**config.mk**
```make
export PLATFORM = sky130hd
export DESIGN_NAME = i2c_slave_regs
export DESIGN_NICKNAME = d
export VERILOG_FILES = /design/src/rtl/i2c_slave_regs.sv
export SDC_FILE = /design/constraint.sdc
export NUM_CORES = 1
export LEC_CHECK = 0
export ABC_AREA = 1
export BUFFER_PORTS_ARGS = -buffer_cell sky130_fd_sc_hd__clkbuf_2
export CAP_MARGIN = 25
export CORE_MARGIN = 2
export CORE_UTILIZATION = 45
export CTS_CLUSTER_SIZE = 14
export DETAILED_ROUTE_END_ITERATION = 6
export PLACE_DENSITY = 0.66
export SLEW_MARGIN = 10
export SYNTH_ARGS = -nofsm -noshare
export SYNTH_HDL_FRONTEND = slang
export SYNTH_SLANG_ARGS = --single-unit
```
**constraint.sdc**
```tcl
create_clock -name clk -period 2 [get_ports clk]
set_input_delay 0.1 -clock clk [delete_from_list [all_inputs] [get_ports clk]]
set_output_delay 0.1 -clock clk [all_outputs]
set_load 0.01 [all_outputs]
```
**src/rtl/i2c_slave_regs.sv**
```systemverilog
// I2C target exposing a local register file: START/STOP decode, 7-bit address
// match, register-address byte, then auto-incrementing byte writes or reads.
`timescale 1ns/1ps
module i2c_slave_regs #(
  parameter logic [6:0] SLAVE_ADDR = 7'h42,
  parameter int         FILTER_LEN = 3
) (
  input  logic       clk,
  input  logic       reset,
  input  logic       scl_in,
  input  logic       sda_in,
  output logic       sda_out,
  output logic       sda_oen,
  output logic [7:0] reg_addr,
  output logic [7:0] wr_data,
  output logic       wr_en,
  output logic       rd_en,
  input  logic [7:0] rd_data,
  output logic       busy
);

  localparam int CW = (FILTER_LEN > 1) ? $clog2(FILTER_LEN) : 1;

  typedef enum logic [3:0] {
    IDLE, DEV_ADDR, DEV_ACK, REG_ADDR, REG_ACK,
    WR_DATA, WR_ACK, RD_DATA, RD_ACK, IGNORE
  } state_t;

  // index 0 = SCL, 1 = SDA; all reset to the idle-bus level so reset release is quiet
  logic [1:0]         sync1_q, sync2_q, filt_q, prev_q;
  logic [1:0][CW-1:0] cnt_q;

  always_ff @(posedge clk or negedge reset) begin
    if (!reset) begin
      sync1_q <= 2'b11;
      sync2_q <= 2'b11;
      filt_q  <= 2'b11;
      prev_q  <= 2'b11;
      cnt_q   <= '0;
    end else begin
      sync1_q <= {sda_in, scl_in};
      sync2_q <= sync1_q;
      prev_q  <= filt_q;
      for (int i = 0; i < 2; i++) begin
        if (sync2_q[i] == filt_q[i]) begin
          cnt_q[i] <= '0;
        end else if (cnt_q[i] == CW'(FILTER_LEN - 1)) begin
          filt_q[i] <= sync2_q[i];
          cnt_q[i]  <= '0;
        end else begin
          cnt_q[i] <= cnt_q[i] + CW'(1);
        end
      end
    end
  end

  logic scl_f, sda_f, scl_p, sda_p;
  logic start_ev, stop_ev, scl_rise, scl_fall;
  logic [7:0] byte_d;

  assign scl_f    = filt_q[0];
  assign sda_f    = filt_q[1];
  assign scl_p    = prev_q[0];
  assign sda_p    = prev_q[1];
  assign start_ev = scl_f & scl_p & sda_p & ~sda_f;
  assign stop_ev  = scl_f & scl_p & ~sda_p & sda_f;
  assign scl_rise = scl_f & ~scl_p;
  assign scl_fall = ~scl_f & scl_p;

  state_t     state_q;
  logic [2:0] bitcnt_q;
  logic [7:0] shift_q, addr_q, wdata_q;
  logic       rw_q, oen_q, busy_q, wr_en_q, rd_en_q, ld_q;

  assign byte_d = {shift_q[6:0], sda_f};

  always_ff @(posedge clk or negedge reset) begin
    if (!reset) begin
      state_q  <= IDLE;
      bitcnt_q <= '0;
      shift_q  <= '0;
      addr_q   <= '0;
      wdata_q  <= '0;
      rw_q     <= 1'b0;
      oen_q    <= 1'b0;
      busy_q   <= 1'b0;
      wr_en_q  <= 1'b0;
      rd_en_q  <= 1'b0;
      ld_q     <= 1'b0;
    end else begin
      wr_en_q <= 1'b0;
      rd_en_q <= 1'b0;
      // read data returns the cycle after the strobe; capture it one clk later
      ld_q    <= rd_en_q;
      if (ld_q) shift_q <= rd_data;

      if (stop_ev) begin
        state_q <= IDLE;
        oen_q   <= 1'b0;
        busy_q  <= 1'b0;
      end else if (start_ev) begin
        state_q  <= DEV_ADDR;
        bitcnt_q <= '0;
        oen_q    <= 1'b0;
      end else if (scl_rise) begin
        case (state_q)
          DEV_ADDR, REG_ADDR, WR_DATA: begin
            shift_q  <= byte_d;
            bitcnt_q <= bitcnt_q + 3'd1;
            if (bitcnt_q == 3'd7) begin
              case (state_q)
                DEV_ADDR: begin
                  if (byte_d[7:1] == SLAVE_ADDR) begin
                    state_q <= DEV_ACK;
                    rw_q    <= byte_d[0];
                    busy_q  <= 1'b1;
                  end else begin
                    state_q <= IGNORE;
                    busy_q  <= 1'b0;
                  end
                end
                REG_ADDR: begin
                  addr_q  <= byte_d;
                  state_q <= REG_ACK;
                end
                default: begin
                  wdata_q <= byte_d;
                  wr_en_q <= 1'b1;
                  state_q <= WR_ACK;
                end
              endcase
            end
          end
          // fetch on the 9th rise so the MSB is ready at the 9th fall
          DEV_ACK: if (rw_q && oen_q) rd_en_q <= 1'b1;
          RD_ACK: begin
            if (sda_f) begin
              state_q <= IGNORE;
              busy_q  <= 1'b0;
            end else begin
              addr_q  <= addr_q + 8'd1;
              rd_en_q <= 1'b1;
            end
          end
          default: ;
        endcase
      end else if (scl_fall) begin
        case (state_q)
          DEV_ACK: begin
            if (!oen_q) oen_q <= 1'b1;
            else if (rw_q) begin
              state_q  <= RD_DATA;
              oen_q    <= ~shift_q[7];
              bitcnt_q <= '0;
            end else begin
              state_q  <= REG_ADDR;
              oen_q    <= 1'b0;
              bitcnt_q <= '0;
            end
          end
          REG_ACK, WR_ACK: begin
            if (!oen_q) oen_q <= 1'b1;
            else begin
              if (state_q == WR_ACK) addr_q <= addr_q + 8'd1;
              state_q  <= WR_DATA;
              oen_q    <= 1'b0;
              bitcnt_q <= '0;
            end
          end
          RD_DATA: begin
            if (bitcnt_q == 3'd7) begin
              oen_q   <= 1'b0;
              state_q <= RD_ACK;
            end else begin
              shift_q  <= {shift_q[6:0], 1'b0};
              oen_q    <= ~shift_q[6];
              bitcnt_q <= bitcnt_q + 3'd1;
            end
          end
          RD_ACK: begin
            state_q  <= RD_DATA;
            oen_q    <= ~shift_q[7];
            bitcnt_q <= '0;
          end
          default: ;
        endcase
      end
    end
  end

  assign sda_out  = 1'b0;
  assign sda_oen  = oen_q;
  assign reg_addr = addr_q;
  assign wr_data  = wdata_q;
  assign wr_en    = wr_en_q;
  assign rd_en    = rd_en_q;
  assign busy     = busy_q;

endmodule

```
==> metrics <==
CP bufs+invs=1; DIE AREA=around 6900 sq um; Async SR Flop Fraction=100.0%; setup violators final=0; WL met1=between 3000 and 4000 um; CP max stage cell=dfrtp_1; vias=2434; Max VDD drop=0.8602 mV; IO Port Bufs=31; Die W=82.90 um; clock power share=14.4%; layout cells sized above 1=23.65%; Placed Cells=466; Core ar.=5956 sq um; H-Tree Level Count=2; CTS tree=done; Power per Cell Area=approximately 1600 nW/um^2; Post-Syn Area=2801 sq um; EDFF count, synth=0; pins over their slew limit=0; Power Internal=approximately 2.8 mW; highest metal used=met4; final hold violation count=0; first-pass GRT wire length=10660 um; DP Wirelength=4622 um; Final Critical Period=1849 ps; vias per cell=around 5.1; Site Rows=28; WL final=6372 um; crit-path cells=ha_1 > ha_1 > inv_1 > nand2_1 > nand2_1 > nand2_2 > nand3_2 > nand2_1 > nand2_1 > nand2_1; fin nets=between 400 and 500; vias in the first global route=2273; Ys Warns=0; status=finished clean; unrepaired setup endpoints after global routing=no; Max-Cap Viols=0; Initial Util=47.04%; setup TNS=0 ps; Layout area overhead=16.57%; Mapped Nets=about 380; Final period util=92.43%; highest clock rate=541.0 MHz; worst-path fanout max=8; Clock Sinks=49; Worst-path clk slew=~100 ps; commonest non-fill, non-tap cell in the layout=nand2_1; drt drc=0; WL met2=2970 um; Clock Tree Root=clkbuf_8; crit path capture type=flip-flop; Worst Skew=13.58 ps; Seq pwr share=33.4%; wire per inst=13.25 um; crit-path most repeated cell=nand2_1; Worst EP required=2200 ps; worst min-delay path class=in -> reg; switching portion of total power=46.70%; 1st-pass router iterations=4; cell area after layout=3266 sq um; ANT cells=0; clock latency on the worst-skew pair=between 300 and 400 ps; footprint of the multi-input gates=1370 sq um; CTS Buffer Depth=2; antenna violations before repair=0; largest net degree at the start of global routing=50; GR Overflow Total=0; antenna viol nets, final=0; crit path kind=reg -> reg; Yosys cell types=36; CP peak stage delay=a little over 400 ps; GPL Wtd Cong=0.9254; FF+latch count, synth=49; Comb power frac=52.2%; initial DRC count=157; startpoint class of the critical path=flip-flop; Filler Cell Count=569; IO Pins=33; sequential area share after synthesis=~44%; Data arrival, critical path=2050 ps; Syn Inst Count=359; cts bufs inserted=5; Placed Area=between 3000 and 4000 sq um; Synth Flop Type=dfrtp_1; Leak=1.666 nW; crit-path leading delay family=simple AND/OR/NAND/NOR gates; register area=1236 sq um; die height=82.90 um; Syn Area/Cell=7.803 sq um; P_sw=roughly 2.4 mW; Layout Cells excl Fill=481; met3 routed WL=287 um; commonest cells after routing, fill and taps aside=nand2_1 (106), dfrtp_1 (41), inv_1 (37), clkbuf_2 (31), nand3_1 (30); global-route usage over all layers=18.86%
==> worst paths after layout <==
path	start	slack [ps]	endpoint	cells after the start
worst max-delay path	bitcnt_q[0]$_DFFE_PN0P_	150	state_q[0]$_DFFE_PN0P_	10
worst min-delay path	rd_data[7]	100	shift_q[7]$_DFF_PN0_	5
worst max register to register	bitcnt_q[0]$_DFFE_PN0P_	150	state_q[0]$_DFFE_PN0P_	10
worst min register to register	sync1_q[1]$_DFF_PN1_	360	sync2_q[1]$_DFF_PN1_	0
max in group asynchronous	reset	1420	filt_q[1]$_DFFE_PN1P_	3
min in group asynchronous	reset	290	wr_en$_DFF_PN0_	3
==> routing by layer <==
| metal | global-route usage (%) | vias up |
|---|---|---|
| li1 | - | 1242 |
| met1 | 25.95 | 1116 |
| met2 | 30.65 | 70 |
| met3 | 2.783 | 6 |
| met4 | 6.110 | 0 |
| met5 | 0 | - |
==> kinds of logic after synthesis <==
logic type / Yosys count / synth area share [%]
AO/OA/AOI/OAI: 50 / 10.63
XOR/XNOR: 3 / 0.9381
adder cells (fa/ha/maj): 6 / 2.680
buffers and inverters: 50 / 7.815
flip-flops: 49 / 44.13
other: 1 / 0.1339
AND/OR/NAND/NOR: 200 / 33.68
==> cell usage after synthesis, drive strengths merged (2+ instances only) <==
cell	count	area, sq um
a21oi	13	65.06
buf	6	53.79
dfrtp	41	1026
dfstp	8	210.2
ha	6	75.07
inv	42	157.7
nand2	114	455.4
nand3	31	160.1
nand3b	3	22.52
nand4	8	65.06
nor2	34	186.4
nor3	8	40.04
o21ai	33	202.7
xnor2	2	17.52
==> power by group through the flow <==
stage / clock network [mW] / registers, mW / logic [mW]
5_1_grt: 0.803 / 1.78 / 3.05
3_3_place_gp: 0 / 1.73 / 2.53
4_1_cts: 0.761 / 1.73 / 2.59
2_1_floorplan: 0 / 1.73 / 1.89
6_report: 0.745 / 1.73 / 2.70
3_5_place_dp: 0 / 1.75 / 2.57
==> metrics by stage <==
stage                     setup slack (ps)  util, %  power (mW)  hold slack [ps]
final                                151.5    54.83       5.170            98.54
after global routing                 1.497    54.83       5.634            135.0
after CTS                            76.40    53.93       5.079            105.5
after detailed placement             94.39    51.47       4.318            111.9
after global placement               123.7    51.47       4.261            111.4
after floorplan                      204.3        -       3.614           -195.6
==> worst min-delay path, delay by kind of cell <==
| family | cells | cell delay [ps] |
|---|---|---|
| buf+inv | 1 | 70 |
| compound gates | 1 | 60 |
| simple gates | 3 | 140 |
==> flip-flops by register name, summed over array words and instances, names as in the netlist, 2 cells and up <==
name	flops
sync1_q	2
prev_q	2
bitcnt_q	3
filt_q	2
cnt_q	4
sync2_q	2
reg_addr	8
shift_q	8
wr_data	8
state_q	4
==> timing repair <==
| action | CTS | global route |
|---|---|---|
| setup buffers | 0 | 3 |
| endpoints found under the hold margin | 43 | 0 |
| gates resized for setup | 0 | 7 |
| hold buffers | 3 | 0 |
| setup endpoints to repair | 0 | 8 |
==> layout make-up <==
type / instances / area share, %
Tap cell: 75 / 2.874
Inverter: 43 / 4.943
Timing Repair Buffer: 45 / 8.812
Clock inverter: 3 / 1.456
Sequential cell: 49 / 37.85
Clock buffer: 5 / 2.107
Multi-Input combinational cell: 261 / 41.95
Note: power is estimated with default switching activity, not from simulation.
